[src/rtl/run_monitor_pkg.sv]
`default_nettype none
// ============================================================================
//  Module  : run_monitor_pkg
//  Brief   : Shared state encoding and fail-code values for run_monitor.
//  Revision: 1.0 - initial release
// ============================================================================
package run_monitor_pkg;

   // Monitor phases: core held in reset, core running, and the two verdicts
   typedef enum logic [1:0] {
      ST_HOLD = 2'd0,
      ST_RUN  = 2'd1,
      ST_PASS = 2'd2,
      ST_FAIL = 2'd3
   } state_t;

   // Diagnostic codes reported on fail_code
   localparam logic [1:0] FC_NONE     = 2'd0;
   localparam logic [1:0] FC_MISMATCH = 2'd1;
   localparam logic [1:0] FC_TIMEOUT  = 2'd2;
   localparam logic [1:0] FC_EARLY    = 2'd3;

endpackage
`default_nettype wire

[src/rtl/run_monitor_sat_counter.sv]
`default_nettype none
// ============================================================================
//  Module  : sat_counter
//  Brief   : Up-counter that stops at LIMIT and flags when it is there.
//  Revision: 1.0 - initial release
// ============================================================================
module sat_counter #(
   parameter int WIDTH = 8,
   parameter int LIMIT = 255
) (
   input  logic             clk,
   input  logic             reset,
   input  logic             clear,
   input  logic             enable,
   output logic [WIDTH-1:0] count,
   output logic             at_limit
);

   localparam logic [WIDTH-1:0] C_LIMIT = WIDTH'(LIMIT);

   logic [WIDTH-1:0] r_count;

   // Count enabled cycles, holding at the limit instead of wrapping
   always_ff @(posedge clk or negedge reset) begin
      if (!reset) begin
         r_count <= '0;
      end else if (clear) begin
         r_count <= '0;
      end else if (enable && (r_count != C_LIMIT)) begin
         r_count <= r_count + WIDTH'(1);
      end
   end

   assign count    = r_count;
   assign at_limit = (r_count == C_LIMIT);

endmodule
`default_nettype wire

[src/rtl/run_monitor.sv]
`default_nettype none
// ============================================================================
//  Module  : run_monitor
//  Brief   : Holds the core in reset for a programmable delay, then checks
//            every M-stage store against an ordered expected-store table and
//            reports a sticky pass/fail verdict with a diagnostic code.
//  Revision: 1.0 - initial release
// ============================================================================
module run_monitor
   import run_monitor_pkg::*;
#(
   parameter int ADDR_W         = 32,
   parameter int DATA_W         = 32,
   parameter int RESET_CYCLES   = 4,
   parameter int TIMEOUT_CYCLES = 300,
   parameter int NUM_EXP        = 8,
   parameter int IDX_W          = $clog2(NUM_EXP + 1)
) (
   input  logic                                clk,
   input  logic                                reset,
   output logic                                core_reset,
   input  logic                                MemWriteM,
   input  logic [ADDR_W-1:0]                   DataAdrM,
   input  logic [DATA_W-1:0]                   WriteDataM,
   output logic [IDX_W-1:0]                    exp_idx,
   input  logic [ADDR_W-1:0]                   exp_addr,
   input  logic [DATA_W-1:0]                   exp_data,
   output logic                                pass,
   output logic                                fail,
   output logic [1:0]                          fail_code,
   output logic [IDX_W-1:0]                    store_count,
   output logic [$clog2(TIMEOUT_CYCLES+1)-1:0] cycle_count,
   output logic [ADDR_W-1:0]                   err_addr,
   output logic [DATA_W-1:0]                   err_data
);

   localparam int HOLD_W = $clog2(RESET_CYCLES + 1);
   localparam int CYC_W  = $clog2(TIMEOUT_CYCLES + 1);

   localparam logic [HOLD_W-1:0] C_HOLD_LAST = HOLD_W'(RESET_CYCLES - 1);
   localparam logic [IDX_W-1:0]  C_LAST_IDX  = IDX_W'(NUM_EXP - 1);

   state_t              r_state;
   logic                r_coreReset;
   logic [IDX_W-1:0]    r_storeCount;
   logic                r_pass;
   logic                r_fail;
   logic [1:0]          r_failCode;
   logic [ADDR_W-1:0]   r_errAddr;
   logic [DATA_W-1:0]   r_errData;

   logic [HOLD_W-1:0]   w_holdCount;
   logic                w_holdAtLimit;
   logic                w_holdDone;
   logic [CYC_W-1:0]    w_cycleCount;
   logic                w_cycAtLimit;
   logic                w_storeMatch;
   logic                w_lastEntry;

   // Reset-hold timer: runs only while the core is held
   sat_counter #(
      .WIDTH (HOLD_W),
      .LIMIT (RESET_CYCLES - 1)
   ) u_holdCounter (
      .clk      (clk),
      .reset    (reset),
      .clear    (1'b0),
      .enable   (r_state == ST_HOLD),
      .count    (w_holdCount),
      .at_limit (w_holdAtLimit)
   );

   // Run-cycle timer: runs only in RUN, so it freezes once a verdict is given
   sat_counter #(
      .WIDTH (CYC_W),
      .LIMIT (TIMEOUT_CYCLES - 1)
   ) u_cycleCounter (
      .clk      (clk),
      .reset    (reset),
      .clear    (1'b0),
      .enable   (r_state == ST_RUN),
      .count    (w_cycleCount),
      .at_limit (w_cycAtLimit)
   );

   // Release also triggers past the limit so a corrupted count cannot hold the core forever
   assign w_holdDone   = w_holdAtLimit || (w_holdCount > C_HOLD_LAST);
   assign w_storeMatch = (DataAdrM == exp_addr) && (WriteDataM == exp_data);
   assign w_lastEntry  = (r_storeCount == C_LAST_IDX);

   // Phase control, store checking and verdict latching; verdicts are terminal until reset
   always_ff @(posedge clk or negedge reset) begin
      if (!reset) begin
         r_state      <= ST_HOLD;
         r_coreReset  <= 1'b1;
         r_storeCount <= '0;
         r_pass       <= 1'b0;
         r_fail       <= 1'b0;
         r_failCode   <= FC_NONE;
         r_errAddr    <= '0;
         r_errData    <= '0;
      end else begin
         case (r_state)
            ST_HOLD: begin
               if (MemWriteM) begin
                  r_state     <= ST_FAIL;
                  r_coreReset <= 1'b0;
                  r_fail      <= 1'b1;
                  r_failCode  <= FC_EARLY;
                  r_errAddr   <= DataAdrM;
                  r_errData   <= WriteDataM;
               end else if (w_holdDone) begin
                  r_state     <= ST_RUN;
                  r_coreReset <= 1'b0;
               end
            end
            ST_RUN: begin
               if (MemWriteM && w_storeMatch) begin
                  r_storeCount <= r_storeCount + IDX_W'(1);
                  if (w_lastEntry) begin
                     // A completing store beats a coincident timeout
                     r_state <= ST_PASS;
                     r_pass  <= 1'b1;
                  end else if (w_cycAtLimit) begin
                     r_state    <= ST_FAIL;
                     r_fail     <= 1'b1;
                     r_failCode <= FC_TIMEOUT;
                  end
               end else if (MemWriteM) begin
                  // A mismatch beats a coincident timeout
                  r_state    <= ST_FAIL;
                  r_fail     <= 1'b1;
                  r_failCode <= FC_MISMATCH;
                  r_errAddr  <= DataAdrM;
                  r_errData  <= WriteDataM;
               end else if (w_cycAtLimit) begin
                  r_state    <= ST_FAIL;
                  r_fail     <= 1'b1;
                  r_failCode <= FC_TIMEOUT;
               end
            end
            default: begin
               // PASS and FAIL hold everything until reset
            end
         endcase
      end
   end

   assign core_reset  = r_coreReset;
   assign exp_idx     = r_storeCount;
   assign store_count = r_storeCount;
   assign cycle_count = w_cycleCount;
   assign pass        = r_pass;
   assign fail        = r_fail;
   assign fail_code   = r_failCode;
   assign err_addr    = r_errAddr;
   assign err_data    = r_errData;

endmodule
`default_nettype wire
[config.mk]
export PLATFORM = sky130hd
export DESIGN_NAME = run_monitor
export DESIGN_NICKNAME = d
export VERILOG_FILES = /design/src/rtl/run_monitor_pkg.sv /design/src/rtl/run_monitor_sat_counter.sv /design/src/rtl/run_monitor.sv
export SDC_FILE = /design/constraint.sdc
export NUM_CORES = 1
export LEC_CHECK = 0
export ABC_AREA = 1
export ABC_CLOCK_PERIOD_IN_PS = 1750
export CAP_MARGIN = 40
export CELL_PAD_IN_SITES_DETAIL_PLACEMENT = 0
export CELL_PAD_IN_SITES_GLOBAL_PLACEMENT = 1
export CORE_MARGIN = 4
export CORE_UTILIZATION = 27
export DETAILED_ROUTE_END_ITERATION = 10
export PLACE_DENSITY = 0.77
export SETUP_SLACK_MARGIN = 0.1
export SLEW_MARGIN = 25
export SYNTH_ARGS = -nofsm -noshare
export SYNTH_HDL_FRONTEND = slang
export SYNTH_HIERARCHICAL = 1
export SYNTH_SLANG_ARGS = --single-unit
[constraint.sdc]
create_clock -name clk -period 1.75 [get_ports clk]
set_input_delay 0.2625 -clock clk [delete_from_list [all_inputs] [get_ports clk]]
set_output_delay 0.2625 -clock clk [all_outputs]
set_load 0.1 [all_outputs]
==> results of run 1 <==
==> logic make-up after synthesis <==
family,count (synthesis)
AOI/OAI and AO/OA,79
xor gates and xnor gates,22
adders and majority gates,4
buffers and inverters,154
DFF,87
other,1
and+or+nand+nor,373
==> worst min-delay path: stages <==
cell      delay [ps]
clkbuf_2         100
inv_1             50
o21ai_1           60
==> cell usage after synthesis (3+ instances only) <==
cell	n	area share, %
buf_12	4	1.5
buf_4	4	0.56
buf_6	9	1.9
dfrtp_1	86	40
ha_1	4	0.94
inv_1	93	6.5
inv_2	41	2.9
nand2_1	229	16
nand2_2	42	4.9
nand3_1	24	2.3
nor2_1	62	4.4
nor2_4	3	0.63
nor3_1	4	0.38
o21ai_0	11	1.0
o21ai_1	23	2.2
o21ai_2	40	6.6
xor2_1	20	3.3
==> timing repair <==
action | CTS | global route
buffers inserted | 12 | 1
cloned | 5 | 6
endpoints found under the hold margin | 35 | 0
gates resized for setup | 179 | 241
pin swaps | 43 | 93
hold buffers | 1 | 0
endpoints found under the setup margin | 74 | 73
==> power groups by stage <==
stage	registers [W]	logic, W	clock network [W]
after floorplan	0.00207	0.000226	0
after global placement	0.00206	0.000785	0
after detailed placement	0.00206	0.000789	0
after CTS	0.00202	0.000702	0.00250
after global routing	0.00202	0.000776	0.00260
final	0.00202	0.000687	0.00244
==> state kept, by name, summed over array words and instances, names as in the netlist <==
register              cells
exp_idx                   4
fail_code                 2
u_holdCounter/count       3
u_cycleCounter/count      9
pass                      1
fail                      1
err_data                 32
r_state                   2
core_reset                1
err_addr                 32
==> per-layer routing <==
metal / track usage (%) / share of wire, % / vias up
met2: 24.28 / 49 / 150
met5: 0 / 0 / -
met1: 17.87 / 41 / 2286
li1: - / - / 2794
met4: 5.081 / 1.8 / 0
met3: 4.388 / 7.8 / 16
==> area by class of cell <==
cell class / count / area share, %
multi-input combinational: 486 / 26.62
sequential: 87 / 22.52
clock buffer: 11 / 2.586
tap: 265 / 3.393
inverter: 136 / 5.250
timing repair buffer: 321 / 38.32
clock inverter: 5 / 1.306
==> stage by stage <==
stage               cell area [sq um]  utilization, %  total power, W  setup WS (ps)
finish                           9772           50.21        0.005147          138.4
global route                     9772           50.21        0.005390          60.07
CTS                              9804           50.38        0.005218          66.70
detailed placement               9166           47.10        0.002846         -653.5
global placement                 9166           47.10        0.002842         -645.3
floorplan                        5383               -        0.002299          114.6
==> layout by cell type, fill, tap and decap left out, types with 2 or more instances in the layout <==
| cell type | Yosys | routed |
|---|---|---|
| nor3_1 | 4 | 4 |
| nand2_2 | 42 | 60 |
| nor2_2 | 1 | 11 |
| o21ai_2 | 40 | 46 |
| nand3_4 | 1 | 2 |
| dfrtp_4 | 0 | 2 |
| buf_6 | 9 | 11 |
| nand4_1 | 2 | 2 |
| or2_2 | 2 | 2 |
| dfrtp_2 | 0 | 12 |
| clkbuf_8 | 0 | 2 |
| buf_4 | 4 | 80 |
| buf_8 | 1 | 2 |
| dfrtp_1 | 86 | 72 |
| nand3_1 | 24 | 24 |
| buf_12 | 4 | 95 |
| clkbuf_2 | 0 | 84 |
| o21ai_1 | 23 | 18 |
| clkinv_2 | 2 | 2 |
| inv_2 | 41 | 44 |
| buf_16 | 0 | 6 |
| xor2_1 | 20 | 20 |
| inv_1 | 93 | 90 |
| clkdlybuf4s15_1 | 0 | 21 |
| nor2_1 | 62 | 47 |
| nand2_4 | 2 | 5 |
| bufinv_16 | 0 | 4 |
| nor2_4 | 3 | 8 |
| clkbuf_16 | 0 | 15 |
| dlygate4sd2_1 | 0 | 14 |
| conb_1 | 1 | 8 |
| o21ai_0 | 11 | 10 |
| xnor2_1 | 2 | 2 |
| nand2_1 | 229 | 208 |
| a21oi_1 | 2 | 2 |
| ha_1 | 4 | 3 |
==> worst max-delay path by stage <==
stage | end | startpoint | cells after the start | slack [ps]
after floorplan | fail_code[1] | u_cycleCounter/count[0] | 8 | 110
after global routing | err_addr[16] | DataAdrM[29] | 17 | 60
after global placement | fail | DataAdrM[17] | 15 | -650
after CTS | err_addr[16] | WriteDataM[12] | 14 | 70
after detailed placement | err_data[8] | DataAdrM[5] | 14 | -650
final | err_addr[16] | exp_data[8] | 16 | 140
==> summary.md, run 1 <==
| Metric | Value |
|---|---|
| Seq pwr share | `39.2%` |
| Critical path's top delay family | `simple AND/OR/NAND/NOR gates` |
| Avg Cell Area, Syn | `7.403 sq um` |
| CTS tree | `yes` |
| FFs w/ async S/R, synth | `100.0%` |
| Crit-path max cell delay | `220 ps` |
| Total GRT Usage | `14.55%` |
| Nature of the critical path endpoint | `flop` |
| R2R Path End | `err_addr[16]` |
| PortBufs | `216` |
| Synth warn | `6` |
| Setup slack, reg-to-reg | `170 ps` |
| Die ar. | `0.02205 sq mm` |
| Mean number of vias per cell | `4.002` |
| Final hold slack | `163.8 ps` |
| Ports | `217` |
| Footprint of the multi-input gates | `0.002601 sq mm` |
| CP max FO | `5` |
| Sw Share | `22.75%` |
| Placed cells | `1,270` |
| Worst EP required | `2010 ps` |
| HP Start | `DataAdrM[26]` |
| Worst Path Buf+Inv | `5` |
| Nets@finish | `1,176` |
| Grt total ovfl | `0` |
| Int Power | `0.003976 W` |
| Period utilisation layout | `92.09%` |
| Initial DRT Pass Iterations | `5` |
| Seq/Total Area, Yosys | `40.87%` |
| HPWL Detailed | `12,560 microns` |
| # diodes | `0` |
| Final Hold Viols | `0` |
| Share of total power in the clock network | `47.4%` |
| Fin. max-slew vios | `0` |
| Maximum Capacitance Violations | `0` |
| Post-Layout Cell Count | `1,311` |
| Relative slew slack | `63.41%` |
| Clk slew on worst S/H paths | `60 ps` |
| Worst slew pin tran | `548.8 ps` |
| Yosys cell types | `32` |
| GPL Wtd Cong | `0.8279` |
| Rows | `51` |
| Clock Tree Buf Depth | `2` |
| Outcome | `finished, final reports clean` |
| R2R cell count | `10` |
| First-pass GRT wire length | `25,470 microns` |
| Die Y | `148.5 microns` |
| Fmax achieved | `620.5 MHz` |
| Hold Path Stages | `3` |
| Mapped Area | `0.005330 sq mm` |
| DRT Wirelength | `16,550 microns` |
| Skew-Pair Late Insertion Delay | `340 ps` |
| Minimum clock period | `1612 ps` |
| Vias in the first global route | `5,048` |
| VDD IR max | `0.3776 mV` |
| Xor and xnor area share after synthesis | `3.615%` |
| Htree depth | `3` |
| EDFF count, synth | `0` |
| Worst hold path class | `input pin to flop` |
| Setup_tns | `0 ps` |
| Post-route DRC | `0` |
| Main combinational cell family by area after synthesis | `simple AND/OR/NAND/NOR gates` |
| Crit path kind | `input pin to flop` |
| Pin count of the biggest net entering global routing | `40` |
| WL/cell | `12.62 microns` |
| Primary FF master, synth | `dfrtp_1` |
| Fill cell instance count of the final layout | `1,875` |
| TritonCTS Buffers | `9` |
| Final setup viols | `0` |
| Die X | `148.5 microns` |
| Post-synthesis mux area share | `0%` |
| Antenna violations before repair | `0` |
| Worst r2r src | `r_state[1]` |
| Worst Hold Path EP | `err_addr[26]` |
| Layout cell share with drive strength beyond 1 | `47.51%` |
| Setup Skew | `5.497 ps` |
| Cell Pwr Density | `526.7 mW/mm^2` |
| Initial Util | `27.39%` |
| Register bit total from synthesis | `87` |
| Crit path cell chain | `dlygate4sd2_1, inv_1, nand2_1, nand2_1, nor2_1, nand2_1, nor2_2, nand2_2, nor2_4, nand3_4, nand3_4, buf_12, buf_8, clkbuf_16, nand2_2, o21ai_1` |
| Cells after Synth | `720` |
| Register area | `0.002201 sq mm` |
| Core area | `0.01946 sq mm` |
| ANT nets after route | `0` |
| Pleak | `5.065 nW` |
| Layout area overhead | `83.33%` |
| Sink Count | `87` |
| CP arrival | `1870 ps` |
| Sw power | `0.001171 W` |
| Synth Area in Adders | `0.9390%` |
| DRT iter0 DRCs | `136` |
| Combinational fraction of design power | `13.3%` |
| Root Driver | `clkbuf_16` |
| Crit start category | `input pin` |
| Synth Area in Simple Gates | `30.21%` |
| Compound-Gate Fraction of Synth Area | `10.42%` |
| Via count | `5,246` |
| Slowest CP cell | `dlygate4sd2_1` |
| Most used cell, CP | `nand2_1` |
| RSZ-0062 raised after global routing | `yes` |
Note: power is estimated with default switching activity, not from simulation.
==> run 2, diff against run 1 <==
--- a/config.mk
+++ b/config.mk
@@ -13,6 +13,7 @@
 export CORE_MARGIN = 4
 export CORE_UTILIZATION = 27
 export DETAILED_ROUTE_END_ITERATION = 10
+export GPL_TIMING_DRIVEN = 0
 export PLACE_DENSITY = 0.77
 export SETUP_SLACK_MARGIN = 0.1
 export SLEW_MARGIN = 25
==> summary.md, run 2 (synthesized netlist as in run 1, its figures left out) <==
| Metric | Value |
|---|---|
| Die ar. | `0.02205 sq mm (unchanged)` |
| Cell Pwr Density | `461.6 mW/mm^2 (-12%)` |
| Die X | `148.5 microns (unchanged)` |
| Int Power | `0.003614 W (-9.1%)` |
| R2R cell count | `13 (+3)` |
| Clk slew on worst S/H paths | `70 ps (about the same)` |
| Die Y | `148.5 microns (unchanged)` |
| Crit start category | `input pin` |
| Initial DRT Pass Iterations | `5 (unchanged)` |
| WL/cell | `13.84 microns (+9.6%)` |
| Initial Util | `27.39% (unchanged)` |
| Share of total power in the clock network | `44.7% (-2.7 points)` |
| CP arrival | `1960 ps (+90 ps)` |
| Nature of the critical path endpoint | `flop` |
| Most common cell after layout, fill and taps aside | `nand2_1` |
| Pin count of the biggest net entering global routing | `69 (+73%)` |
| Layout cell share with drive strength beyond 1 | `45.25% (-2.3 points)` |
| Rows | `51 (unchanged)` |
| Placed cell area | `0.009697 sq mm (+5.8%)` |
| Period utilisation layout | `96.32% (+4.2 points)` |
| Outcome | `finished, final reports clean` |
| Finished Cell Area | `0.01031 sq mm (+5.5%)` |
| Crit path kind | `input pin to flop` |
| Nets@finish | `1,193 (+1.4%)` |
| Commonest cells after routing, fill and taps aside | `nand2_1 (211), buf_2 (85), inv_1 (80)` |
| Minimum clock period | `1686 ps (+74.11 ps)` |
| Root Driver | `clkbuf_16` |
| Seq pwr share | `42.4% (+3.2 points)` |
| Hold Path Stages | `3 (unchanged)` |
| Total GRT Usage | `16.97% (+2.4 points)` |
| Mean number of vias per cell | `4.144 (+3.6%)` |
| CTS tree | `yes` |
| M1 WL | `7576 microns (+12%)` |
| Ports | `217 (unchanged)` |
| Post-Layout Cell Count | `1,328 (+1.3%)` |
| Final setup viols | `0 (unchanged)` |
| Setup Skew | `7.441 ps (+1.944 ps)` |
| Uppermost layer routed | `met5` |
| Skew-Pair Late Insertion Delay | `340 ps (about the same)` |
| Layout area overhead | `93.50%` |
| Sw power | `0.001147 W (-2.1%)` |
| Combinational fraction of design power | `12.9% (-0.4 points)` |
| DRT iter0 DRCs | `176 (+29%)` |
| Clock Tree Buf Depth | `2 (unchanged)` |
| Antenna violations before repair | `1 (+1)` |
| Worst hold path class | `input pin to flop` |
| DR WL met2 | `9361 microns (+14%)` |
| Pleak | `5.517 nW (+8.9%)` |
| Fill cell instance count of the final layout | `1,785 (-4.8%)` |
| TritonCTS Buffers | `9 (unchanged)` |
| Sw Share | `24.08% (+1.3 points)` |
| Fmax achieved | `593.2 MHz (-4.4%)` |
| RSZ-0062 raised after global routing | `yes` |
| Routed wl met3 | `1008 microns (-21%)` |
| DRT Wirelength | `18,380 microns (+11%)` |
| ANT nets after route | `0 (unchanged)` |
| VDD IR max | `0.4333 mV (+15%)` |
| PortBufs | `216 (unchanged)` |
| # diodes | `0 (unchanged)` |
| Vias in the first global route | `5,787 (+15%)` |
| Post-route DRC | `0 (unchanged)` |
| Final Hold Viols | `0 (unchanged)` |
| Via count | `5,503 (+4.9%)` |
| Worst EP required | `2020 ps (about the same)` |
| HPWL Detailed | `13,830 microns (+10%)` |
| Utilization after layout | `52.99% (+2.8 points)` |
| Final total power | `0.004761 W (-7.5%)` |
| Core area | `0.01946 sq mm (unchanged)` |
| Maximum Capacitance Violations | `0 (unchanged)` |
| Fin. max-slew vios | `0 (unchanged)` |
| Placed cells | `1,295 (+2.0%)` |
| Sink Count | `87 (unchanged)` |
| CP max FO | `5 (unchanged)` |
| Htree depth | `3 (unchanged)` |
| Grt total ovfl | `0 (unchanged)` |
| GPL Wtd Cong | `0.8185 (-1.1%)` |
| First-pass GRT wire length | `29,730 microns (+17%)` |
==> run 2: cell count changes in the layout (fill, tap and decap cells not counted), moves of 10 or more <==
cell             previous run  this run
buf_16                      6        47
clkbuf_2                   84        13
clkdlybuf4s15_1            21         4
dlygate4sd2_1              14        70
inv_1                      90        80
buf_12                     95        65
buf_6                      11        24
buf_4                      80        20
buf_2                       0        85
==> run 2: worst max-delay path, cell delays in order <==
cell	delay, ps
buf_4	130
xor2_2	150
nor2_1	110
nand2_1	80
nor2_2	170
nand2_2	90
nor2_4	120
nand3_4	100
nand3_4	90
buf_12	110
buf_16	100
buf_8	110
buf_12	110
buf_16	120
nand2_4	40
o21ai_2	50
==> run 2: area by class of cell <==
class                           count  area [sq um]  area share [%]
Timing Repair Buffer              320          4030           39.08
Multi-Input combinational cell    486          2629           25.49
Sequential cell                    87          2200           21.33
Inverter                          136         515.5           4.998
Tap cell                          265         331.6           3.215
Buffer                             18         282.8           2.742
Clock buffer                       13         260.3           2.523
Clock inverter                      3         65.06          0.6308
==> run 2: what timing repair did <==
item | 4_1_cts | 5_1_grt
pin swaps | 90 | 58
endpoints found under the hold margin | 19 | 0
resized for setup | 634 | 81
gates cloned | 8 | 2
hold buffers | 1 | 0
buffers inserted | 22 | 3
endpoints found under the setup margin | 160 | 67
==> run 2: power by group through the flow <==
stage,logic [W],clock network (W),registers (W)
5_1_grt,0.000700,0.00230,0.00202
2_1_floorplan,0.000226,0,0.00207
3_5_place_dp,0.000692,0,0.00206
3_3_place_gp,0.000661,0,0.00206
4_1_cts,0.000589,0.00219,0.00202
6_report,0.000615,0.00213,0.00202
==> run 2: final timing paths <==
| path | start | to | slack, ps |
|---|---|---|---|
| max reg2reg | r_state[0] | err_data[18] | 100 |
| min | WriteDataM[10] | err_data[10] | 150 |
| max in group asynchronous | reset | core_reset | 750 |
| min reg2reg | err_data[20] | err_data[20] | 480 |
| min in group asynchronous | reset | err_data[14] | 330 |
| max | WriteDataM[28] | err_data[19] | 60 |
==> run 2: stage by stage <==
step	hold slack (ps)	TNS, ps	setup WS [ps]
3_3_place_gp	449.4	-333740	-3773
2_1_floorplan	-33.09	0	114.6
3_5_place_dp	124.2	-59850	-883.4
5_1_grt	139.4	-1201	-67.48
6_report	146.2	0	64.32
4_1_cts	124.5	0	88.62
==> run 2: routing by layer <==
metal  GRT usage [%]  vias to the layer above
met1           20.75                     2479
met5               0                        -
met4           5.727                        2
li1                -                     2835
met3           3.473                       24
met2           29.78                      163
==> run 3, diff against run 2 <==
--- a/config.mk
+++ b/config.mk
@@ -10,7 +10,6 @@
 export CAP_MARGIN = 40
 export CELL_PAD_IN_SITES_DETAIL_PLACEMENT = 0
 export CELL_PAD_IN_SITES_GLOBAL_PLACEMENT = 1
-export CORE_MARGIN = 4
 export CORE_UTILIZATION = 27
 export DETAILED_ROUTE_END_ITERATION = 10
 export GPL_TIMING_DRIVEN = 0
==> summary.md, run 3 (synthesized netlist as in run 1, its figures left out) <==
| Metric | Value |
|---|---|
| Pleak | `5.334 nW (-3.3%)` |
| GR Util met2 | `30.31% (+0.54 points)` |
| CP arrival | `1840 ps (-120 ps)` |
| Seq pwr share | `45.0% (+2.6 points)` |
| Post-route DRC | `0 (unchanged)` |
| Maximum Capacitance Violations | `0 (unchanged)` |
| Combinational fraction of design power | `13.1% (+0.2 points)` |
| Cell Pwr Density | `450.9 mW/mm^2 (-2.3%)` |
| Utilization after layout | `51.23% (-1.8 points)` |
| Crit path kind | `input pin to flop` |
| ANT nets after route | `0 (unchanged)` |
| Commonest cells after routing, fill and taps aside | `nand2_1 (217), inv_1 (90), dlygate4sd2_1 (87)` |
| Mean number of vias per cell | `4.093 (-1.2%)` |
| Fmax achieved | `637.0 MHz (+7.4%)` |
| Worst Setup SP | `WriteDataM[21]` |
| Die Y | `142.5 microns (-4.0%)` |
| Most common cell after layout, fill and taps aside | `nand2_1` |
| Final hold slack | `147.2 ps (+1.078 ps)` |
| TritonCTS Buffers | `9 (unchanged)` |
| Die ar. | `0.02031 sq mm (-7.9%)` |
| Worst hold path class | `input pin to flop` |
| First-pass GRT wire length | `26,980 microns (-9.3%)` |
| GPL Wtd Cong | `0.7950 (-2.9%)` |
| Setup Skew | `10.18 ps (+2.735 ps)` |
| Grt total ovfl | `0 (unchanged)` |
| Worst r2r src | `r_state[0]` |
| Root Driver | `clkbuf_16` |
| Pre-CTS WS | `-798.4 ps (+84.94 ps)` |
| Fin. max-slew vios | `0 (unchanged)` |
| Worst setup endpoint | `err_data[31]` |
| Core area | `0.01940 sq mm (-0.33%)` |
| Final Hold Viols | `0 (unchanged)` |
| Rows | `51 (unchanged)` |
| Share of total power in the clock network | `41.8% (-2.9 points)` |
| Antenna violations before repair | `2 (+1)` |
| Nature of the critical path endpoint | `flop` |
| Initial DRT Pass Iterations | `4 (-1)` |
| Skew-Pair Late Insertion Delay | `350 ps (about the same)` |
| R2R Path End | `err_data[31]` |
| Outcome | `finished, final reports clean` |
| Fin worst setup slack | `180.2 ps (+115.9 ps)` |
| Sink Count | `87 (unchanged)` |
| Minimum clock period | `1570 ps (-115.9 ps)` |
| Setup slack, reg-to-reg | `200 ps (+100 ps)` |
| Crit start category | `input pin` |
| WL/cell | `13.02 microns (-5.9%)` |
| Int Power | `0.003304 W (-8.6%)` |
| Htree depth | `3 (unchanged)` |
| RSZ-0062 raised after global routing | `no` |
| Die X | `142.5 microns (-4.0%)` |
| Global route hottest layer | `met2` |
| Final setup viols | `0 (unchanged)` |
| Setup_tns | `0 ps (unchanged)` |
| Sw Share | `26.26% (+2.2 points)` |
| DRT iter0 DRCs | `170 (-3.4%)` |
| Vias in the first global route | `5,416 (-6.4%)` |
| Final total power | `0.004481 W (-5.9%)` |
| Sw power | `0.001177 W (+2.6%)` |
| Pin count of the biggest net entering global routing | `67 (-2.9%)` |
| Layout cell share with drive strength beyond 1 | `39.26% (-6.0 points)` |
| HPWL Detailed | `13,180 microns (-4.7%)` |
| Clock Tree Buf Depth | `2 (unchanged)` |
| Layout area overhead | `86.46%` |
| Total GRT Usage | `17.34% (+0.37 points)` |
| Met3 Use GR | `3.297% (-0.18 points)` |
| Via count | `5,399 (-1.9%)` |
| Period utilisation layout | `89.70% (-6.6 points)` |
| CTS tree | `yes` |
| Ports | `217 (unchanged)` |
| Worst EP required | `2020 ps (about the same)` |
| PortBufs | `216 (unchanged)` |
| R2R cell count | `10 (-3)` |
| Clk slew on worst S/H paths | `70 ps (about the same)` |
| Nets@finish | `1,182 (-0.92%)` |
| CP max FO | `7 (+2)` |
| DRT Wirelength | `17,170 microns (-6.6%)` |
| VDD IR max | `0.3497 mV (-19%)` |
| Initial Util | `27.48% (+0.090 points)` |
| M1 GR Usage | `20.72% (-0.029 points)` |
[run 3: changes by cell type in the layout (fill, tap and decap cells not counted), moves of 9 or more]
cell	delta
dlygate4sd2_1	+17
buf_6	-20
inv_2	-9
buf_2	-77
inv_1	+10
clkbuf_2	+65
clkdlybuf4s15_1	+22
buf_12	-9
[run 3: how the worst min path moves through the flow]
| stage | endpoint | cells past startpoint | slack (ps) | startpoint |
|---|---|---|---|---|
| 2_1_floorplan | err_addr[0] | 0 | -30 | reset |
| 3_3_place_gp | fail | 2 | 450 | fail |
| 3_5_place_dp | err_data[10] | 1 | 140 | reset |
| 4_1_cts | err_data[14] | 3 | 160 | WriteDataM[14] |
| 5_1_grt | err_addr[22] | 3 | 150 | DataAdrM[22] |
| 6_report | err_addr[22] | 3 | 150 | DataAdrM[22] |
[run 3: layout make-up]
| class | count | area (sq um) |
|---|---|---|
| clock inverters | 3 | 17.52 |
| well taps | 265 | 331.6 |
| multi-input cells | 486 | 2570 |
| clock buffers | 13 | 260.3 |
| fillers | 1831 | 9460 |
| inverters | 136 | 513.0 |
| repair buffers | 310 | 3781 |
| flip-flops and latches | 87 | 2201 |
| plain buffers | 17 | 259.0 |
| diodes | 2 | 5.005 |
[run 3: worst max-delay path, cell delays in order]
cell           delay (ps)
dlygate4sd2_1         230
inv_2                  50
nand2_1                50
nand2_1                50
nor2_1                 90
nand2_1                60
nor2_1                130
nand2_2                90
nor2_4                120
nand3_4               100
nand3_4               140
buf_12                180
clkbuf_16             180
nand2_2                50
o21ai_2                40
[run 3: repair_timing]
item / in CTS / in global routing
endpoints found under the setup margin: 160 / 69
hold endpoints to repair: 21 / 0
hold buffers: 1 / 0
buffers inserted: 12 / 5
gates cloned: 2 / 2
pin swaps: 68 / 74
resized for setup: 309 / 202
[run 3: through the flow]
stage,cell area (sq um),std cells
CTS,10060,1311
floorplan,5383,727
global route,9938,1319
finish,9938,1319
global placement,7876,1208
detailed placement,9697,1295
[run 3: power groups by stage]
stage | Clock, W | Combinational (W) | Sequential (W)
final | 0.00187 | 0.000589 | 0.00202
after global routing | 0.00200 | 0.000664 | 0.00202
after CTS | 0.00193 | 0.000603 | 0.00202
after detailed placement | 0 | 0.000693 | 0.00206
after global placement | 0 | 0.000664 | 0.00206
after floorplan | 0 | 0.000226 | 0.00207
[run 3: per-layer routing]
| metal | part of all wire (%) | up-vias |
|---|---|---|
| met5 | 0 | - |
| met4 | 1.6 | 0 |
| met3 | 5.2 | 16 |
| met2 | 50 | 145 |
| met1 | 43 | 2428 |
| li1 | - | 2810 |
